`src/rtl/tone_voice_bank_pkg.sv`:
```
// Shared types, limits and the 16-bit saturation helper for tone_voice_bank.
package tone_voice_bank_pkg;

  typedef enum logic [1:0] {
    ENV_OFF     = 2'd0,
    ENV_ATTACK  = 2'd1,
    ENV_SUSTAIN = 2'd2,
    ENV_RELEASE = 2'd3
  } env_state_t;

  typedef enum logic [1:0] {
    FR_IDLE  = 2'd0,
    FR_ACCUM = 2'd1,
    FR_OUT   = 2'd2
  } frame_state_t;

  localparam int unsigned ENV_MAX = 255;
  localparam int          PCM_MAX = 32767;
  localparam int          PCM_MIN = -32768;

  function automatic logic signed [15:0] sat16(input logic signed [31:0] x);
    if (x > PCM_MAX) return 16'(PCM_MAX);
    if (x < PCM_MIN) return 16'(PCM_MIN);
    return 16'(x);
  endfunction

endpackage

```
`src/rtl/tone_voice_shaper.sv`:
```
// Per-voice waveform shaper: square always, triangle when
// TONE_VOICE_BANK_TRIANGLE_EN is defined (selected by wave_sel_i).
module tone_voice_shaper
  import tone_voice_bank_pkg::*;
(
  input  logic [8:0]         ph_i,
  input  logic [7:0]         env_i,
  input  logic               wave_sel_i,
  output logic signed [15:0] sample_c
);

  logic signed [15:0] sq_c;
  assign sq_c = ph_i[8] ? -$signed({1'b0, env_i, 7'b0}) : $signed({1'b0, env_i, 7'b0});

`ifdef TONE_VOICE_BANK_TRIANGLE_EN
  logic [7:0]         f_c;
  logic signed [8:0]  fc_c;
  logic signed [17:0] prod_c;

  // Fold the lower phase byte into a rising/falling ramp centred on zero.
  assign f_c      = ph_i[8] ? ~ph_i[7:0] : ph_i[7:0];
  assign fc_c     = $signed({1'b0, f_c}) - 9'sd128;
  assign prod_c   = fc_c * $signed({1'b0, env_i});
  assign sample_c = wave_sel_i ? 16'(prod_c) : sq_c;
`else
  logic unused_tri;
  assign unused_tri = ^{wave_sel_i, ph_i[7:0]};
  assign sample_c   = sq_c;
`endif

endmodule

```
`src/rtl/tone_voice_bank.sv`:
```
// Polyphonic phase-accumulator tone bank with per-voice ASR envelopes,
// time-multiplexed mix and saturating PCM output. Option: TONE_VOICE_BANK_TRIANGLE_EN.
module tone_voice_bank
  import tone_voice_bank_pkg::*;
#(
  parameter int unsigned VOICES       = 8,
  parameter int unsigned PHASE_W      = 24,
  parameter int unsigned SAMPLE_DIV   = 1042,
  parameter int unsigned ATTACK_STEP  = 8,
  parameter int unsigned RELEASE_STEP = 4
) (
  input  logic                       clk,
  input  logic                       reset_n,
  input  logic [VOICES-1:0]          key,
  input  logic [VOICES*PHASE_W-1:0]  pitch_inc,
  input  logic [VOICES-1:0]          wave_sel,
  input  logic                       low_batt,
  output logic signed [15:0]         pcm_out,
  output logic                       sample_stb,
  output logic [VOICES-1:0]          active
);

  localparam int unsigned DIV_W  = $clog2(SAMPLE_DIV);
  localparam int unsigned VIDX_W = (VOICES > 1) ? $clog2(VOICES) : 1;
  localparam int unsigned ACC_W  = (16 + $clog2(VOICES) > 17) ? 16 + $clog2(VOICES) : 17;

  if (VOICES < 1) begin : g_err_voices
    $error("VOICES must be >= 1");
  end
  if (PHASE_W < 9) begin : g_err_phase
    $error("PHASE_W must be >= 9");
  end
  if (SAMPLE_DIV < VOICES + 2) begin : g_err_div
    $error("SAMPLE_DIV must be >= VOICES+2");
  end
  if (ATTACK_STEP < 1 || ATTACK_STEP > 255 || RELEASE_STEP < 1 || RELEASE_STEP > 255) begin : g_err_step
    $error("ATTACK_STEP/RELEASE_STEP must be 1..255");
  end

  logic [DIV_W-1:0]        div_q, div_d;
  frame_state_t            fs_q, fs_d;
  logic [VIDX_W-1:0]       vidx_q, vidx_d;
  logic signed [ACC_W-1:0] acc_q, acc_d;
  logic [VOICES-1:0]       key_snap_q;
  logic                    lb_snap_q;
  logic signed [15:0]      pcm_q;
  logic                    stb_q;
  logic [VOICES-1:0]       active_q;

  logic [PHASE_W-1:0]      phase_q [VOICES];
  logic [7:0]              env_q   [VOICES];
  env_state_t              st_q    [VOICES];

  logic                    tick_c, last_c;
  logic [PHASE_W-1:0]      cur_ph, inc_c, ph_d;
  logic [7:0]              cur_env, env_up, env_dn, env_d;
  env_state_t              cur_st, st_d;
  logic                    cur_key;
  logic signed [15:0]      voice_sample_c;
  logic signed [ACC_W-1:0] acc_sum_c, mix_c;

  assign tick_c    = (div_q == DIV_W'(SAMPLE_DIV - 1));
  assign last_c    = (fs_q == FR_ACCUM) && (vidx_q == VIDX_W'(VOICES - 1));
  assign div_d     = tick_c ? '0 : div_q + DIV_W'(1);
  assign cur_ph    = phase_q[vidx_q];
  assign cur_env   = env_q[vidx_q];
  assign cur_st    = st_q[vidx_q];
  assign cur_key   = key_snap_q[vidx_q];
  assign acc_sum_c = acc_q + ACC_W'(voice_sample_c);
  assign mix_c     = lb_snap_q ? (acc_sum_c >>> 1) : acc_sum_c;

  always_comb begin
    inc_c = '0;
    for (int i = 0; i < VOICES; i++) begin
      if (vidx_q == VIDX_W'(i)) inc_c = pitch_inc[i*PHASE_W +: PHASE_W];
    end
  end

  tone_voice_shaper u_shaper (
    .ph_i       (cur_ph[PHASE_W-1 -: 9]),
    .env_i      (cur_env),
    .wave_sel_i (wave_sel[vidx_q]),
    .sample_c   (voice_sample_c)
  );

  // Envelope/phase update for the voice in the arithmetic slot; step applies on the transition frame.
  always_comb begin
    env_up = ((9'(cur_env) + 9'(ATTACK_STEP)) >= 9'(ENV_MAX)) ? 8'(ENV_MAX) : cur_env + 8'(ATTACK_STEP);
    env_dn = (cur_env <= 8'(RELEASE_STEP)) ? 8'd0 : cur_env - 8'(RELEASE_STEP);
    st_d   = cur_st;
    env_d  = cur_env;
    ph_d   = (cur_st != ENV_OFF) ? cur_ph + inc_c : cur_ph;
    if (cur_key && cur_st != ENV_SUSTAIN) begin
      if (cur_st == ENV_OFF) ph_d = '0;
      env_d = env_up;
      st_d  = (env_up == 8'(ENV_MAX)) ? ENV_SUSTAIN : ENV_ATTACK;
    end else if (!cur_key && cur_st != ENV_OFF) begin
      env_d = env_dn;
      st_d  = (env_dn == 8'd0) ? ENV_OFF : ENV_RELEASE;
    end
  end

  // Frame sequencer: IDLE -> ACCUM (one voice per cycle) -> OUT.
  always_comb begin
    fs_d   = fs_q;
    vidx_d = vidx_q;
    acc_d  = acc_q;
    case (fs_q)
      FR_IDLE: begin
        if (tick_c) begin
          fs_d   = FR_ACCUM;
          vidx_d = '0;
          acc_d  = '0;
        end
      end
      FR_ACCUM: begin
        acc_d  = acc_sum_c;
        vidx_d = vidx_q + VIDX_W'(1);
        if (last_c) begin
          fs_d   = FR_OUT;
          vidx_d = '0;
        end
      end
      FR_OUT:  fs_d = FR_IDLE;
      default: fs_d = FR_IDLE;
    endcase
  end

  always_ff @(posedge clk or negedge reset_n) begin
    if (!reset_n) begin
      div_q      <= '0;
      fs_q       <= FR_IDLE;
      vidx_q     <= '0;
      acc_q      <= '0;
      key_snap_q <= '0;
      lb_snap_q  <= 1'b0;
      pcm_q      <= '0;
      stb_q      <= 1'b0;
    end else begin
      div_q  <= div_d;
      fs_q   <= fs_d;
      vidx_q <= vidx_d;
      acc_q  <= acc_d;
      stb_q  <= last_c;
      if (tick_c) begin
        key_snap_q <= key;
        lb_snap_q  <= low_batt;
      end
      if (last_c) pcm_q <= sat16(32'(mix_c));
    end
  end

  always_ff @(posedge clk or negedge reset_n) begin
    if (!reset_n) begin
      for (int i = 0; i < VOICES; i++) begin
        phase_q[i] <= '0;
        env_q[i]   <= '0;
        st_q[i]    <= ENV_OFF;
      end
      active_q <= '0;
    end else if (fs_q == FR_ACCUM) begin
      phase_q[vidx_q]  <= ph_d;
      env_q[vidx_q]    <= env_d;
      st_q[vidx_q]     <= st_d;
      active_q[vidx_q] <= (st_d != ENV_OFF);
    end
  end

  assign pcm_out    = pcm_q;
  assign sample_stb = stb_q;
  assign active     = active_q;

endmodule

```
`config.mk`:
```
export PLATFORM = sky130hd
export DESIGN_NAME = tone_voice_bank
export DESIGN_NICKNAME = d
export VERILOG_FILES = /design/src/rtl/tone_voice_bank_pkg.sv /design/src/rtl/tone_voice_shaper.sv /design/src/rtl/tone_voice_bank.sv
export SDC_FILE = /design/constraint.sdc
export NUM_CORES = 1
export LEC_CHECK = 0
export ABC_AREA = 1
export CAP_MARGIN = 10
export CORE_MARGIN = 8
export CORE_UTILIZATION = 50
export CTS_CLUSTER_DIAMETER = 50
export CTS_CLUSTER_SIZE = 40
export DETAILED_ROUTE_END_ITERATION = 8
export PLACE_DENSITY = 0.72
export SETUP_SLACK_MARGIN = 0.15
export SYNTH_ARGS = -nofsm -noshare
export SYNTH_HDL_FRONTEND = slang
export SYNTH_SLANG_ARGS = --single-unit
export TNS_END_PERCENT = 100
```
`constraint.sdc`:
```
create_clock -name clk -period 6.3 [get_ports clk]
set_clock_uncertainty 0.15 [all_clocks]
set_input_delay 1.26 -clock clk [delete_from_list [all_inputs] [get_ports clk]]
set_output_delay 1.26 -clock clk [all_outputs]
set_load 0.005 [all_outputs]
```
==> metrics.cfg <==
[route]
vias = 18636
drc_errors = 0
wl_per_cell_um = 20.3
routed_via_density = 5.77
drt_iter0_drc = 2104
drtPass1Iterations = 6
ant_nets = 0
totalWireLength_mm = 65.6

[cts]
cts_tree = built
clkTransAtPathRegs_ps = 60
clock_path_buffers = 3
postCtsSetupRepairBufs = 0
clock_latency_ps = 590
cts_buffers = 36
root_buffer = clkbuf_16
htreeDepth = 2
clock_sinks = 329
cts_resized = 0
cts_hold_buf = 0

[die]
io_pins = 236
die_area_sq_um = 44700
die_x_um = 211
initial_core_util = 0.507
row_count = 71
die_h_um = 211
core_region_area_sq_um = 37700

[timing]
fin_tns_setup_ps = 0
slew_viol_final = 0
min_period_ps = 5740
setup-violations-final = 0
fmax_ghz = 0.174
finalHoldWorstSlack_ps = 325
grt_setup_unrepaired = no
setup_slack_ps = 565
worst_pin_slew_ps = 1000
hold_violations = 0
period_share = 0.910
slew-limit-headroom = 0.331

[synth]
synth_fp_nets = 2788
avgSynthCellArea_sq_um = 7.56
syn_inst = 2524
synth-seq-area-share = 0.431
ys_types = 54
synth_seq_cells = 329
ys_warn_count = 0
synth.cell_area_sq_um = 19100
synth_edf_count = 0
synth-async-reset-ratio = 1.00
ys.flop_type = dfrtp_1

[run_status]
status = finished clean

[setup_path]
worst-setup-path-type = flip-flop to flip-flop
worst-endpoint-required_ps = 6590
crit_path_end_kind = flip-flop
reg2reg_depth = 24
cp_max_fo = 26
start_kind = flip-flop
worstPathArrival_ps = 6020

[grt]
grt_pass1_wl_mm = 102
grt_max_degree = 153
grt_pass1_vias = 18062
antenna_found_initial = 2
track_usage = 0.287
overflow = 0

[placement]
place.gp.congestion = 0.975
postPlaceCellArea_sq_um = 21700
dp_hpwl_mm = 45.2
io_buffers = 227
place_ws_ps = 409

[power_and_ir_drop]
power_per_cell_area_nw_per_um2 = 203
leakage_nw = 10.6
ir_drop_uv = 274

[run]
cap_viol_max_count = 0

[cells_and_area]
regArea_sq_um = 8230
layout_commonest_cell = nand2_1
layout_common_cells = nand2_1, dfrtp_1, nand3_1, clkdlybuf4s50_1, o21ai_0
multi_input_area_sq_um = 9610
final_util = 0.611
num-fill-cells = 3449
area_delta_synth_final_pct = 20.5
drive_gt1_frac = 0.0713
nNetsFinal = 2956
final_cell_area_sq_um = 23000

[worst_hold_path]
min_path_cells = 2
hp-class = flip-flop to flip-flop

worst paths after layout:
path	start	end	slack [ps]
setup reg to reg	vidx_q[0]$_DFFE_PN0P_	phase_q[90]$_DFFE_PN0P_	560
hold / removal	key_snap_q[0]$_DFFE_PN0P_	key_snap_q[0]$_DFFE_PN0P_	330
min in group asynchronous	reset_n	env_q[5]$_DFFE_PN0P_	600
max in group asynchronous	reset_n	phase_q[31]$_DFFE_PN0P_	4020
hold reg to reg	key_snap_q[0]$_DFFE_PN0P_	key_snap_q[0]$_DFFE_PN0P_	330
setup / recovery	vidx_q[0]$_DFFE_PN0P_	phase_q[90]$_DFFE_PN0P_	560
final cells by class:
class / count / area share
diodes: 2 / 0.000218
clock buffers: 43 / 0.0430
clock inverters: 22 / 0.0126
inverters: 163 / 0.0268
multi-input cells: 1892 / 0.418
flip-flops and latches: 329 / 0.358
well taps: 511 / 0.0278
repair buffers: 270 / 0.114
logic make-up after synthesis:
family / synth area share
DFF: 0.431
AOI/OAI and AO/OA: 0.174
adders and majority gates: 0.0355
buffers and inverters: 0.0658
and+or+nand+nor: 0.280
xor gates and xnor gates: 0.0138
state kept, by name (all words and copies together) (netlist names), 2 cells and up:
signal,count
phase_q,192
env_q,64
st_q,16
acc_q,12
div_q,11
pcm_out,11
active,8
key_snap_q,8
vidx_q,3
fs_q,2
report_power, final:
group          internal [mW]  switching [mW]  total (mW)  leakage (nW)
logic                  0.155           0.144       0.299          6.49
registers               2.11               0        2.11          3.53
clock network           1.26            1.00        2.26         0.623
total                   3.53            1.14        4.67          10.6
stage by stage:
stage,std cells,total power [mW]
4_1_cts,3230,4.70
6_report,3232,4.67
5_1_grt,3232,4.82
3_3_place_gp,3165,2.45
2_1_floorplan,2524,2.24
3_5_place_dp,3165,2.45
cell usage after synthesis (13+ instances only):
library cell / number / area [sq um]
a22oi_1: 24 / 180
inv_1: 140 / 526
a221oi_1: 22 / 193
a21oi_1: 44 / 220
inv_2: 18 / 67.6
o22ai_1: 15 / 93.8
o21ai_0: 151 / 756
nand4_1: 28 / 175
dfrtp_1: 329 / 8230
ha_1: 51 / 638
buf_4: 13 / 97.6
o211ai_1: 50 / 375
nand3_1: 226 / 1130
nor2_1: 128 / 480
a31oi_1: 55 / 344
nor3_1: 14 / 70.1
clkbuf_1: 100 / 375
nand2_1: 848 / 3180
o21ai_1: 109 / 546
xor2_1: 23 / 201
worst max-delay path: stages (launching register included):
cell and delay, ps:
dfrtp_1 450, inv_4 80, buf_4 320, ha_1 250, nand2_1 340, nand3_1 200
o21ai_0 110, nand2_1 90, o21ai_0 90, o211ai_1 330, o211ai_1 150, a31oi_1 420
ha_1 320, fa_1 230, nand3_1 120, nand2_1 150, nand2_1 120, a22oi_1 330
a21boi_0 220, o21ai_0 420, nand2_1 150, nand3_1 100, nand3_1 280, nand3_1 170
nand2_1 60
per-layer routing:
| metal | vias up | GRT usage | routed length, um |
|---|---|---|---|
| met5 | - | 0 | 0 |
| met4 | 0 | 0.0877 | 1670 |
| met3 | 129 | 0.0469 | 5140 |
| met2 | 787 | 0.480 | 31700 |
| met1 | 8890 | 0.379 | 27000 |
| li1 | 8830 | - | - |
Power figures use the tool's default switching activity.
